**src/rtl/ifetch_queue_2432.sv**
```systemverilog
// Instruction prefetch queue: issues sequential fetches, buffers PC-tagged 24b instructions
// in a small FIFO and hands them to decode; redirects flush and drain in-flight responses.
module ifetch_queue_2432 #(
    parameter int unsigned          DEPTH    = 4,
    parameter int unsigned          ADDR_W   = 24,
    parameter int unsigned          INSTR_W  = 24,
    parameter logic [ADDR_W-1:0]    RESET_PC = '0
) (
    input  logic                i_clk,
    input  logic                i_rstb,
    input  logic                i_clk_en,
    input  logic                i_redirect,
    input  logic [ADDR_W-1:0]   i_redirect_addr,
    output logic                o_mem_rd,
    output logic [ADDR_W-1:0]   o_mem_addr,
    input  logic                i_mem_valid,
    input  logic [INSTR_W-1:0]  i_mem_data,
    output logic                o_instr_valid,
    input  logic                i_instr_ready,
    output logic [INSTR_W-1:0]  o_instr,
    output logic [ADDR_W-1:0]   o_instr_pc,
    output logic                o_err
);
    localparam int unsigned CNT_W = $clog2(DEPTH + 1);
    localparam int unsigned PTR_W = $clog2(DEPTH);
    localparam int unsigned ENT_W = ADDR_W + INSTR_W;
    localparam logic [CNT_W:0] L_DEPTH = (CNT_W + 1)'(DEPTH);

    localparam logic [1:0] S_RST   = 2'd0;
    localparam logic [1:0] S_RUN   = 2'd1;
    localparam logic [1:0] S_DRAIN = 2'd2;

    logic [1:0]         r_state, w_state_d;
    logic [ADDR_W-1:0]  r_fetch_pc, w_fetch_pc_d;
    logic [ADDR_W-1:0]  r_resp_pc, w_resp_pc_d;
    logic [CNT_W-1:0]   r_count, w_count_d;
    logic [CNT_W-1:0]   r_outstanding, w_outstanding_d;
    logic [PTR_W-1:0]   r_wptr, w_wptr_d;
    logic [PTR_W-1:0]   r_rptr, w_rptr_d;
    logic               r_err, w_err_d;
    logic [INSTR_W-1:0] r_last_instr;
    logic [ADDR_W-1:0]  r_last_pc;
    logic [ENT_W-1:0]   r_fifo [DEPTH];

    logic               w_redirect;
    logic [CNT_W:0]     w_inflight;
    logic               w_issue;
    logic               w_valid;
    logic               w_resp;
    logic               w_push;
    logic               w_pop;
    logic [ENT_W-1:0]   w_head;

    // Redirects are ignored while still coming out of reset.
    assign w_redirect = i_redirect & (r_state != S_RST);

    // FIFO occupancy plus in-flight requests is the credit; a push can never find it full.
    assign w_inflight = {1'b0, r_count} + {1'b0, r_outstanding};
    assign w_issue    = (r_state == S_RUN) & (w_inflight < L_DEPTH) & ~i_redirect;
    assign w_valid    = (r_state == S_RUN) & (r_count != '0) & ~i_redirect;
    assign w_resp     = i_mem_valid & (r_outstanding != '0);
    assign w_push     = w_resp & (r_state == S_RUN) & ~i_redirect;
    assign w_pop      = w_valid & i_instr_ready;
    assign w_head     = r_fifo[r_rptr];

    always_comb begin
        w_state_d       = r_state;
        w_fetch_pc_d    = r_fetch_pc;
        w_resp_pc_d     = r_resp_pc;
        w_count_d       = r_count;
        w_wptr_d        = r_wptr;
        w_rptr_d        = r_rptr;
        w_err_d         = r_err | (i_mem_valid & (r_outstanding == '0));
        w_outstanding_d = r_outstanding + CNT_W'(w_issue) - CNT_W'(w_resp);

        case (r_state)
            S_RST:   w_state_d = S_RUN;
            S_RUN: begin
                if (w_redirect) begin
                    w_state_d = (w_outstanding_d != '0) ? S_DRAIN : S_RUN;
                end
            end
            S_DRAIN: begin
                if (!w_redirect && (w_outstanding_d == '0)) begin
                    w_state_d = S_RUN;
                end
            end
            default: w_state_d = S_RST;
        endcase

        if (w_redirect) begin
            w_fetch_pc_d = i_redirect_addr;
            w_resp_pc_d  = i_redirect_addr;
            w_count_d    = '0;
            w_wptr_d     = '0;
            w_rptr_d     = '0;
        end else begin
            if (w_issue) begin
                w_fetch_pc_d = r_fetch_pc + ADDR_W'(1);
            end
            if (w_push) begin
                w_resp_pc_d = r_resp_pc + ADDR_W'(1);
                w_wptr_d    = r_wptr + PTR_W'(1);
            end
            if (w_pop) begin
                w_rptr_d = r_rptr + PTR_W'(1);
            end
            w_count_d = r_count + CNT_W'(w_push) - CNT_W'(w_pop);
        end
    end

    always_ff @(posedge i_clk or negedge i_rstb) begin
        if (!i_rstb) begin
            r_state       <= S_RST;
            r_fetch_pc    <= RESET_PC;
            r_resp_pc     <= RESET_PC;
            r_count       <= '0;
            r_outstanding <= '0;
            r_wptr        <= '0;
            r_rptr        <= '0;
            r_err         <= 1'b0;
            r_last_instr  <= '0;
            r_last_pc     <= '0;
        end else if (i_clk_en) begin
            r_state       <= w_state_d;
            r_fetch_pc    <= w_fetch_pc_d;
            r_resp_pc     <= w_resp_pc_d;
            r_count       <= w_count_d;
            r_outstanding <= w_outstanding_d;
            r_wptr        <= w_wptr_d;
            r_rptr        <= w_rptr_d;
            r_err         <= w_err_d;
            // Remember what was last shown so the outputs hold once the head is gone.
            if (w_valid) begin
                r_last_instr <= w_head[INSTR_W-1:0];
                r_last_pc    <= w_head[ENT_W-1:INSTR_W];
            end
        end
    end

    // Storage needs no reset: entries are only read while count says they are live.
    always_ff @(posedge i_clk) begin
        if (i_clk_en && w_push) begin
            r_fifo[r_wptr] <= {r_resp_pc, i_mem_data};
        end
    end

    assign o_mem_rd      = w_issue;
    assign o_mem_addr    = r_fetch_pc;
    assign o_instr_valid = w_valid;
    assign o_instr       = w_valid ? w_head[INSTR_W-1:0]     : r_last_instr;
    assign o_instr_pc    = w_valid ? w_head[ENT_W-1:INSTR_W] : r_last_pc;
    assign o_err         = r_err;

endmodule

```
**config.mk**
```make
export PLATFORM = sky130hd
export DESIGN_NAME = ifetch_queue_2432
export DESIGN_NICKNAME = d
export VERILOG_FILES = /design/src/rtl/ifetch_queue_2432.sv
export SDC_FILE = /design/constraint.sdc
export NUM_CORES = 1
export LEC_CHECK = 0
export CORE_MARGIN = 2
export CORE_UTILIZATION = 35
export DETAILED_ROUTE_END_ITERATION = 7
export DONT_BUFFER_PORTS = 1
export GPL_ROUTABILITY_DRIVEN = 0
export GPL_TIMING_DRIVEN = 0
export PLACE_DENSITY = 0.48
export SYNTH_ARGS = -nofsm -noshare
export SYNTH_HDL_FRONTEND = slang
export SYNTH_SLANG_ARGS = --single-unit
```
**constraint.sdc**
```tcl
create_clock -name i_clk -period 3.34 [get_ports i_clk]
set_clock_uncertainty 0.1 [all_clocks]
set_input_delay 0.668 -clock i_clk [delete_from_list [all_inputs] [get_ports i_clk]]
set_output_delay 0.668 -clock i_clk [all_outputs]
set_load 0.02 [all_outputs]
```
======== Word-level counts from Yosys, hierarchy flattened ========
Memory sizes are Yosys's and may differ from the RTL's.
Index checks and enable logic that the tools add are counted.
storage, ports and cells
  register bits after elaboration ......... 109
  memory bits (writable) .................. 192
  bits of input ports ..................... 54
  output and inout port bits .............. 75
  word-level logic and storage cells ...... 71
  memories ................................ 1
operators by class
  add/subtract/negate cells ............... 9
  $lt $le $gt $ge ......................... 1
  eq/ne operators ......................... 4
  mux-type cells .......................... 17
  bitwise gates (word level) .............. 12
  reductions and logical operators ........ 17
memory list
  memory  depth  bits a word  rd ports  clocked after Yosys merged registers in  write ports  RTL line  source
  r_fifo  4      48           1         0                                        1            43        logic [ENT_W-1:0] r_fifo [DEPTH];
operator list
  cell                                                                  count
  24-bit 2-to-1 mux                                                     6
  24-bit by 1-bit adder with 24-bit output, second input constant       2
  2-bit 2-to-1 mux                                                      7
  1-bit bitwise AND                                                     10
  3-bit nonzero test                                                    3
  2-bit nonzero test                                                    4
  3-bit by 1-bit adder with 3-bit output                                2
  3-bit logical NOT                                                     2
  2-bit case mux with 3 select lines                                    1
  2-bit AND reduction                                                   3
  3-bit by 1-bit subtractor with 3-bit output                           2
  2-bit by 1-bit adder with 2-bit output, second input constant         2
  3-bit by 3-bit adder with 4-bit output                                1
  4-bit by 3-bit < comparator with 1-bit output, second input constant  1
  2-bit != test, second input constant                                  2
  3-bit 2-to-1 mux                                                      1
  3-bit AND reduction                                                   1
  2-bit by 1-bit == test with 1-bit output, second input constant       1
  2-bit == test, second input constant                                  1
  1-bit logical AND                                                     2
  2-bit logical NOT                                                     1
  1-bit 2-to-1 mux                                                      2
  1-bit logical NOT                                                     1
  1-bit inverter                                                        1
  1-bit OR                                                              1

======== Logic depth before layout (Yosys ltp) ========
Gate-level depths: netlist of run 1.
  word-level depth ........................ 10
  mapped depth ............................ 14
  depth with buffers taken out ............ 12

======== Least setup slack after synthesis of run 1 ========
OpenSTA, ideal clock, no wires.
  path type ............................... input to register
  from .................................... input i_redirect
  to ...................................... memory r_fifo[1][0] (netlist bit) (enable)
  library setup time ...................... 0.410 ns
  arrival time ............................ 2.660 ns
  required time ........................... 2.830 ns
  setup slack ............................. 0.170 ns
  cell stages on the path ................. 4
  buffers on the path ..................... 1
  cell sequence ........................... nor3b_4 and3_1 clkbuf_1 and2_1
on the way
  cells in the longest elaborated chain, start to end .. 5
ends and longest elaborated chain
  what                                    RTL line  source
  start: declaration                      12        input logic i_redirect,
  1-bit inverter                          62        assign w_push = w_resp & (r_state == S_RUN) & ~i_redirect;
  1-bit bitwise AND                       62
  1-bit logical AND                       143       if (i_clk_en && w_push) begin
  1-bit 2-to-1 mux                        143
  1-bit 2-to-1 mux (not written as such)  144       r_fifo[r_wptr] <= {r_resp_pc, i_mem_data};
  end: declaration                        43
Every way passes these cells.

======== Worst setup path in the final report of run 1 ========
  from .................................... register r_rptr[1]
  to ...................................... output o_instr_pc[23]
on the way
  cells in the longest elaborated chain, start to end .. 2
ends and longest elaborated chain
  what                      RTL line  source
  start: declaration        39        logic [PTR_W-1:0] r_rptr, w_rptr_d;
  start signal: assignment  131       r_rptr <= w_rptr_d;
  memory read 4 x 48 bit    n/a
  24-bit 2-to-1 mux         n/a
  end: declaration          21        output logic [ADDR_W-1:0] o_instr_pc,
Every way passes these cells.

==> out/qor.csv, run 1 <==
metric,value,unit
ys_top_cells_by_count,"edfxtp_1, nor2_1, dfrtp_1, a21oi_1, mux4_2",
clock_latency,0.53,ns
hold_path.class,in2async,
synth_top_area_cell,edfxtp_1,
syn_area,13500,µm²
initial_utilization,35.6,%
drive_above_1_share,19.3,%
timing.final.crit_share,96.5,%
path_cells,clkbuf_1 > buf_1 > mux4_2 > mux2_2,
first_iter_violations,559,
dpl.hpwl,22200,µm
crit_path_end_kind,output pin,
ys_warn_count,0,
power_density,866,nW/µm²
critical_path.slowest_cell,buf_1,
dr.pass1.iters,5,
gr-total-overflow,0,
slew_viol_final,0,
synth.most_common_cell,edfxtp_1,
grt_pass1_vias,8204,
ys.flop_type,edfxtp_1,
top_usage_layer,met2,
wl_per_cell,22.4,µm
drv_cap,0,
pin_count,129,
detail-route-antenna-nets,0,
worstPathArrival,2.46,ns
wl,34500,µm
dieHeight,200,µm
drc_errors,0,
max_freq,0.310,GHz
hold_ws,-0.0147,ns
io_buffers,0,
slew_headroom,44.5,%
crit_fanout,10,
worstReg2RegStart,r_outstanding[2]$_DFFE_PN0P_,
met2_usage,27.1,%
power.leakage,5.41,nW
violations,negative hold slack,
rrSetupSlack,0.26,ns
ir_worst_vdd,0.000355,V
use_met1,24.5,%
async_reset_ff_share,36.2,%
ys_top_cells_by_area,"edfxtp_1, dfrtp_1, mux4_2, mux2_4, nor2_1",
syn_to_final_growth,14.4,%
worstMarginPinSlew,0.832,ns
synth_nets,1029,
grt_pass1_wl,52500,µm
fillers,3486,
nets,1070,
worstSetupPathType,reg2out,
grt_max_degree,110,
synth_cell_types,67,
ys_ff_latch,301,
grtUsageMet3,4.94,%
vias,8139,
root_buffer,clkbuf_16,
cts.clk_slew.worst_paths,0.06,ns
synthCells,961,
max_stage_delay,0.65,ns
design_area,15400,µm²
rows,71,
reg2reg_depth,12,
antenna_found_initial,0,
cp_top_family,buffers and inverters,
grt_usage,17.7,%
post-place-ws,-0.290,ns
startpoint,r_rptr[1]$_DFFE_PN0P_,
synth_edf_count,192,
status,"finished, violations left",
startpoint_type,register,
die_w,200,µm
num_antenna_cells,0,
via_per_inst,5.28,
htree_num_levels,2,
timing.rr.end,r_state[1]$_DFFE_PN0P_,
cp_num_buf_inv,2,
setup_slack,0.116,ns
yosys.area.top_type_share,42.8,%
seq_area_frac_synth,63.1,%
period_needed,3.22,ns
cts_tree,built,
worstPathRequired,2.57,ns
hold_viol,11,
cts_sinks,301,
die-area,40000,µm²
synth.avg_cell_area,14.0,µm²
place_area,14100,µm²
cts_made_buffers,37,
setup_viol,0,
cts_buffer_depth,3,
core,37800,µm²
worst reg2reg max path, cell delays in order (launching register included):
cell      delay [ns]
dfrtp_1         0.44
ha_1            0.31
nor3_2          0.17
nand3_2         0.20
inv_4           0.19
ha_1            0.16
inv_1           0.04
fa_1            0.42
xnor3_1         0.30
nand3b_1        0.16
nor2_1          0.12
o21ai_0         0.08
a22o_1          0.28
registers in the layout, summed over array words and instances, names as in the netlist:
signal	flops
o_err	1
o_mem_addr	24
r_count	3
r_fifo	192
r_last_instr	24
r_last_pc	24
r_outstanding	3
r_resp_pc	24
r_rptr	2
r_state	2
r_wptr	2
how the worst max path moves through the flow:
stage	endpoint	cells past startpoint
final	o_instr_pc[23]	4
after global routing	r_state[1]$_DFFE_PN0P_	12
after CTS	r_state[1]$_DFFE_PN0P_	12
after detailed placement	r_state[1]$_DFFE_PN0P_	11
after global placement	r_fifo[2][25]$_DFFE_PP_	4
after floorplan	r_fifo[1][0]$_DFFE_PP_	4
area by class of cell:
| cell class | count | area, µm² | area share (%) |
|---|---|---|---|
| flip-flops and latches | 301 | 8490 | 55.2 |
| multi-input cells | 592 | 4600 | 29.9 |
| clock buffers | 55 | 1040 | 6.79 |
| well taps | 511 | 639 | 4.15 |
| plain buffers | 56 | 340 | 2.21 |
| clock inverters | 13 | 196 | 1.28 |
| inverters | 12 | 47.5 | 0.309 |
| repair buffers | 2 | 35.0 | 0.228 |
cells in the final DEF, fill, tap and decap left out, drive strengths merged, types with 14 or more instances in the layout:
| cell type | count |
|---|---|
| nor2 | 172 |
| mux2 | 48 |
| and3 | 14 |
| edfxtp | 192 |
| a21oi | 49 |
| mux4 | 48 |
| clkbuf | 79 |
| buf | 34 |
| nand3 | 24 |
| o21ai | 33 |
| nand2 | 39 |
| o22ai | 14 |
| dfrtp | 109 |
routing by layer:
metal,up-vias,wire length [µm]
li1,3731,-
met1,4144,15700
met2,218,15600
met3,46,2360
met4,0,777
met5,-,0
report_power, final:
group	internal, mW	switching (mW)	total [mW]
Sequential	4.74	0.901	5.64
Combinational	1.56	2.07	3.63
Clock	2.49	1.57	4.07
Total	8.80	4.54	13.3
cell families after synthesis:
kind of cell	share of synthesized area, %
DFF	63.1
xor gates and xnor gates	0.363
AOI/OAI and AO/OA	8.14
and+or+nand+nor	10.5
buffers and inverters	2.86
muxes	13.6
adders and majority gates	1.41
through the flow:
stage,instances,total power [mW],utilization [%],setup TNS [ns]
6_report,1542,13.3,40.8,0
5_1_grt,1542,14.1,40.8,-0.00256
4_1_cts,1541,13.5,40.7,0
3_5_place_dp,1472,9.32,37.4,-0.538
3_3_place_gp,1472,9.27,37.3,-246.50
2_1_floorplan,961,8.39,-,0
what timing repair did:
action	CTS	global route
setup buffers	0	1
gates resized for setup	1	3
setup endpoints to repair	2	2
endpoints found under the hold margin	109	0
pin swaps	0	0
hold buffers	1	0
Note: power is estimated with default switching activity, not from simulation.
==> inputs of run 2 (changes only) <==
--- a/config.mk
+++ b/config.mk
@@ -12,6 +12,7 @@
 export GPL_ROUTABILITY_DRIVEN = 0
 export GPL_TIMING_DRIVEN = 0
 export PLACE_DENSITY = 0.48
+export REMOVE_ABC_BUFFERS = 1
 export SYNTH_ARGS = -nofsm -noshare
 export SYNTH_HDL_FRONTEND = slang
 export SYNTH_SLANG_ARGS = --single-unit
==> constraint.sdc (replaced) <==
create_clock -name i_clk -period 2.6 [get_ports i_clk]
set_clock_uncertainty 0.1 [all_clocks]
set_input_delay 0.52 -clock i_clk [delete_from_list [all_inputs] [get_ports i_clk]]
set_output_delay 0.52 -clock i_clk [all_outputs]
set_load 0.02 [all_outputs]
==> run 2 against run 1 <==
The flow finishes with violations (negative hold slack, negative setup slack). Routed wire length grew 3.4%. Final area grew 4.3%. First-iteration DRC count shrank 11%. Critical path depth is the same. Utilization grew 1.8 points. Die area is the same. Register-to-register slack lost 0.33 ns. Clock power grew 22%. Sequential share of layout area shrank 2.2 points. Flip-flop and latch count is the same. Power grew 32%. Largest cell class unchanged. Highest routed layer unchanged.
==> out/qor.csv, run 2 (synthesis results as in run 1) <==
metric,value,unit
status,"finished, violations left",
violations,"negative hold slack, negative setup slack",
slew_viol_final,0,
cts_hold_buf,25,
worstPathArrival,2.27,ns
power_frac_clock,28.4,%
switching_share,33.6,%
instances_no_fill,1558,
regMostFlops,r_fifo,
grt_pass1_vias,8398,
cts_sinks,301,
design_area,16100,µm²
vias,8292,
rows,71,
power_switching,5.90,mW
cts_made_buffers,36,
dr.pass1.iters,4,
startpoint_type,register,
max_freq,0.346,GHz
hold_viol,109,
num_antenna_cells,0,
hold_ws,-0.410,ns
path_cells,o31a_4 > buf_12 > buf_16 > mux2_4,
core,37800,µm²
fillers,3480,
root_buffer,clkbuf_16,
pin_count,129,
setup_slack,-0.293,ns
fin_setup_tns,-12.19,ns
cts_buffer_depth,3,
dpl.hpwl,18700,µm
period_needed,2.89,ns
drive_above_1_share,23.2,%
power_density,1090,nW/µm²
place_area,14000,µm²
ir_worst_vdd,0.000595,V
p_int,11.6,mW
initial_utilization,35.6,%
largest_reg_flops,192,
io_buffers,0,
wl_per_cell,22.9,µm
clock_latency,0.53,ns
nets,1090,
worstSetupPathType,reg2out,
final_cell_mix,"edfxtp_1, nor2_1, dfrtp_1",
power.leakage,5.65,nW
grt_usage,18.0,%
rsz0062_at_grt,true,
crit_path_end_kind,output pin,
die_w,200,µm
cts_tree,built,
htree_num_levels,2,
dieHeight,200,µm
die-area,40000,µm²
crit_fanout,8,
cp_top_family,flip-flops,
drv_cap,0,
critical_path.slowest_cell,dfrtp_1,
first_iter_violations,496,
max_stage_delay,0.56,ns
worstPathRequired,1.98,ns
via_per_inst,5.32,
cts.clk_slew.worst_paths,0.06,ns
timing.final.crit_share,111,%
final_common_cell,edfxtp_1,
slew_headroom,38.7,%
drc_errors,0,
syn_to_final_growth,19.3,%
grt_pass1_wl,53200,µm
p_seq_share,41.6,%
detail-route-antenna-nets,0,
grt_max_degree,110,
hold_path.class,in2async,
cp_num_buf_inv,2,
multiInputGateArea,4790,µm²
setup_viol,50,
p_comb_share,30.0,%
wl,35600,µm
numPlacedInstances,1423,
gr-total-overflow,0,
antenna_found_initial,0,
seqCellArea,8510,µm²
worstMarginPinSlew,0.919,ns
-- run 2: cell types whose count changed in the layout (fill, tap and decap cells not counted), moves of 6 or more --
cell / before / now
buf_2: 21 / 0
buf_4: 3 / 22
buf_6: 2 / 9
clkbuf_1: 38 / 13
dfrtp_1: 109 / 101
dfrtp_2: 0 / 6
dlygate4sd3_1: 0 / 25
o21ai_0: 28 / 21
o21ai_1: 4 / 11
-- run 2: power groups by stage --
stage	logic, mW	registers, mW	clock network (mW)
after floorplan	3.45	7.16	0
after global placement	4.13	7.54	0
after detailed placement	4.38	7.43	0
after CTS	5.36	7.38	5.12
after global routing	5.75	7.45	5.32
final	5.27	7.30	4.97
-- run 2: worst register-to-register path: stages, from the launching register on --
cell	delay, ns
dfrtp_2	0.41
buf_6	0.12
ha_4	0.15
nor3_4	0.21
nand3_2	0.14
clkinv_4	0.13
ha_4	0.15
inv_2	0.03
fa_2	0.36
xnor3_1	0.21
nand3b_1	0.15
nor2_1	0.13
o21ai_1	0.08
a22o_1	0.20
-- run 2: area by class of cell --
cell class	instances	share of cell area, %
Clock inverter	12	1.10
Timing Repair Buffer	73	5.70
Tap cell	511	3.98
Clock buffer	51	6.09
Multi-Input combinational cell	598	29.8
Inverter	12	0.327
Sequential cell	301	53.0
-- run 2: stage by stage --
stage | total power, mW | setup WS (ns) | util [%]
3_3_place_gp | 11.7 | -3.51 | 36.4
5_1_grt | 18.5 | -0.343 | 42.5
6_report | 17.5 | -0.293 | 42.5
3_5_place_dp | 11.8 | -0.959 | 37.0
4_1_cts | 17.9 | -0.305 | 42.1
2_1_floorplan | 10.6 | -2.08 | -
-- run 2: final timing paths --
kind / start / endpoint / slack (ns) / depth (start not counted)
max: r_count[0]$_DFFE_PN0P_ / o_instr_pc[12] / -0.29 / 4
min: i_rstb / r_last_instr[13]$_DFFE_PN0P_ / -0.41 / 0
max reg2reg: r_count[2]$_DFFE_PN0P_ / r_state[1]$_DFFE_PN0P_ / -0.07 / 13
min reg2reg: r_last_pc[19]$_DFFE_PN0P_ / r_last_pc[19]$_DFFE_PN0P_ / 0.41 / 2
max in group asynchronous: i_rstb / r_resp_pc[10]$_DFFE_PN0P_ / 2.57 / 0
min in group i_clk: i_redirect_addr[0] / o_mem_addr[0]$_DFFE_PN0P_ / 0.03 / 2
-- run 2: what timing repair did --
action,CTS,global route
endpoints found under the setup margin,300,53
endpoints found under the hold margin,210,109
pin swaps,19,12
gates resized for setup,52,9
setup buffers,24,13
gates cloned,10,2
-- run 2: routing by layer --
| metal | part of all wire, % | up-vias | GRT usage (%) |
|---|---|---|---|
| met2 | 46 | 240 | 28.5 |
| met3 | 6.6 | 49 | 4.74 |
| met5 | 0 | - | 0 |
| met4 | 2.2 | 0 | 5.46 |
| li1 | - | 3793 | - |
| met1 | 45 | 4210 | 24.5 |
==> inputs of run 3 (changes only) <==
==> constraint.sdc (replaced) <==
create_clock -name i_clk -period 2.6 [get_ports i_clk]
set_clock_uncertainty 0.1 [all_clocks]
set_input_delay 0.65 -clock i_clk [delete_from_list [all_inputs] [get_ports i_clk]]
set_output_delay 0.65 -clock i_clk [all_outputs]
set_load 0.02 [all_outputs]
==> run 3 against run 2 <==
The flow still finishes with violations (negative hold slack, negative setup slack). Critical path depth is 1 higher. Flip-flop and latch count stayed put. Setup slack worse by 0.11 ns. Non-clock buffer count is 29 lower. Largest cell class unchanged. Highest routed layer unchanged.
==> out/qor.csv, run 3 (synthesis results as in run 1) <==
metric,value,unit
wl,36200,µm
dr_wl_met3,2600,µm
worstReg2RegStart,r_state[1]$_DFFE_PN0P_,
crit_path_end_kind,output pin,
path_cells,nor3b_4 > o31a_4 > buf_12 > buf_16 > mux2_4,
cts_tree,built,
wl_per_cell,23.5,µm
timing.final.crit_share,115,%
power.leakage,5.54,nW
critical_path.slowest_cell,dfrtp_2,
via_per_inst,5.33,
grt_pass1_vias,8352,
regMostFlops,r_fifo,
final_common_cell,edfxtp_1,
gr-total-overflow,0,
ir_worst_vdd,0.000603,V
rrSetupSlack,-0.17,ns
fin_setup_tns,-17.30,ns
syn_to_final_growth,17.6,%
multiInputGateArea,4840,µm²
detail-route-antenna-nets,0,
violations,"negative hold slack, negative setup slack",
first_iter_violations,527,
hold_path.class,in2async,
cts_sinks,301,
die_w,200,µm
timing.rr.end,r_count[2]$_DFFE_PN0P_,
routedLengthMet1,16000,µm
design_area,15800,µm²
vias,8185,
final_cell_mix,"edfxtp_1, nor2_1, dfrtp_1",
die-area,40000,µm²
initial_utilization,35.6,%
cts.clk_slew.worst_paths,0.06,ns
grt_usage,18.1,%
largest_reg_flops,192,
dpl.hpwl,18700,µm
dr.pass1.iters,4,
nets,1069,
hold_ws,-0.283,ns
core,37800,µm²
cts_made_buffers,36,
drc_errors,0,
routed.top_layer,met4,
num_antenna_cells,0,
worstPathRequired,1.85,ns
grt_pass1_wl,53200,µm
grt_max_degree,110,
cts_buffer_depth,3,
period_needed,3.00,ns
worstMarginPinSlew,0.899,ns
power_density,1120,nW/µm²
rows,71,
worstPathArrival,2.25,ns
crit_fanout,8,
fillers,3481,
worstSetupPathType,reg2out,
slew_viol_final,0,
root_buffer,clkbuf_16,
antenna_found_initial,0,
drv_cap,0,
seqCellArea,8510,µm²
setup_slack,-0.401,ns
slew_headroom,40.1,%
rsz0062_at_grt,true,
status,"finished, violations left",
wl_met2,16800,µm
drive_above_1_share,24.1,%
setup_viol,51,
pin_count,129,
startpoint_type,register,
place_area,14000,µm²
max_stage_delay,0.42,ns
hold_viol,109,
reg2reg_depth,14,
clock_latency,0.53,ns
dieHeight,200,µm
htree_num_levels,2,
max_freq,0.333,GHz
io_buffers,0,
==> run 3: cell types whose count changed in the layout (fill, tap and decap cells not counted), sizes merged <==
cell | before | now
buf | 45 | 41
and2 | 15 | 23
bufbuf | 1 | 0
dlygate4sd3 | 25 | 0
clkbuf | 53 | 54
==> run 3: routing by layer <==
metal / track usage [%] / vias to the layer above
li1: - / 3751
met1: 23.7 / 4177
met2: 29.1 / 209
met3: 5.19 / 48
met4: 5.40 / 0
met5: 0 / -
==> run 3: through the flow <==
| stage | total power, mW | worst slack [ns] | cells | util [%] |
|---|---|---|---|---|
| 4_1_cts | 17.8 | -0.414 | 1526 | 41.5 |
| 3_5_place_dp | 11.8 | -0.993 | 1423 | 37.0 |
| 2_1_floorplan | 10.6 | -2.19 | 905 | - |
| 3_3_place_gp | 11.7 | -3.58 | 1416 | 36.4 |
| 6_report | 17.8 | -0.401 | 1537 | 41.9 |
| 5_1_grt | 18.8 | -0.446 | 1537 | 41.9 |
==> run 3: layout make-up <==
cell class	count	area share, %
timing repair buffer	44	3.92
tap	511	4.04
sequential	301	53.8
multi-input combinational	606	30.6
clock buffer	51	6.18
inverter	12	0.332
clock inverter	12	1.12
==> run 3: worst max-delay path: cells and delay by family (launching register included) <==
kind | cells | cell delay (ns)
AND/OR/NAND/NOR | 1 | 0.24
buffers and inverters | 2 | 0.35
AO/OA/AOI/OAI | 1 | 0.34
multiplexers | 1 | 0.36
flip-flops | 1 | 0.42
==> run 3: repair_timing <==
action | CTS | global route
hold endpoints to repair | 109 | 109
resized for setup | 53 | 5
pin swaps | 16 | 10
setup buffers | 27 | 4
endpoints found under the setup margin | 300 | 128
gates cloned | 13 | 7
==> run 3: worst max path at each step <==
stage                                      start                     end  slack (ns)  cells after the start
after floorplan                       i_redirect  r_count[2]$_DFFE_PN0P_       -2.19                     11
after global placement                i_redirect  r_count[2]$_DFFE_PN0P_       -3.58                     10
after detailed placement              i_redirect  r_count[2]$_DFFE_PN0P_       -0.99                     11
after CTS                 r_state[1]$_DFFE_PN0P_          o_instr_pc[12]       -0.41                      5
after global routing      r_state[1]$_DFFE_PN0P_          o_instr_pc[12]       -0.45                      5
final                     r_state[1]$_DFFE_PN0P_          o_instr_pc[12]       -0.40                      5
==> run 3: report_power, final <==
group | internal [mW] | switching [mW]
logic | 2.55 | 2.92
registers | 6.15 | 1.19
clock network | 3.02 | 1.95
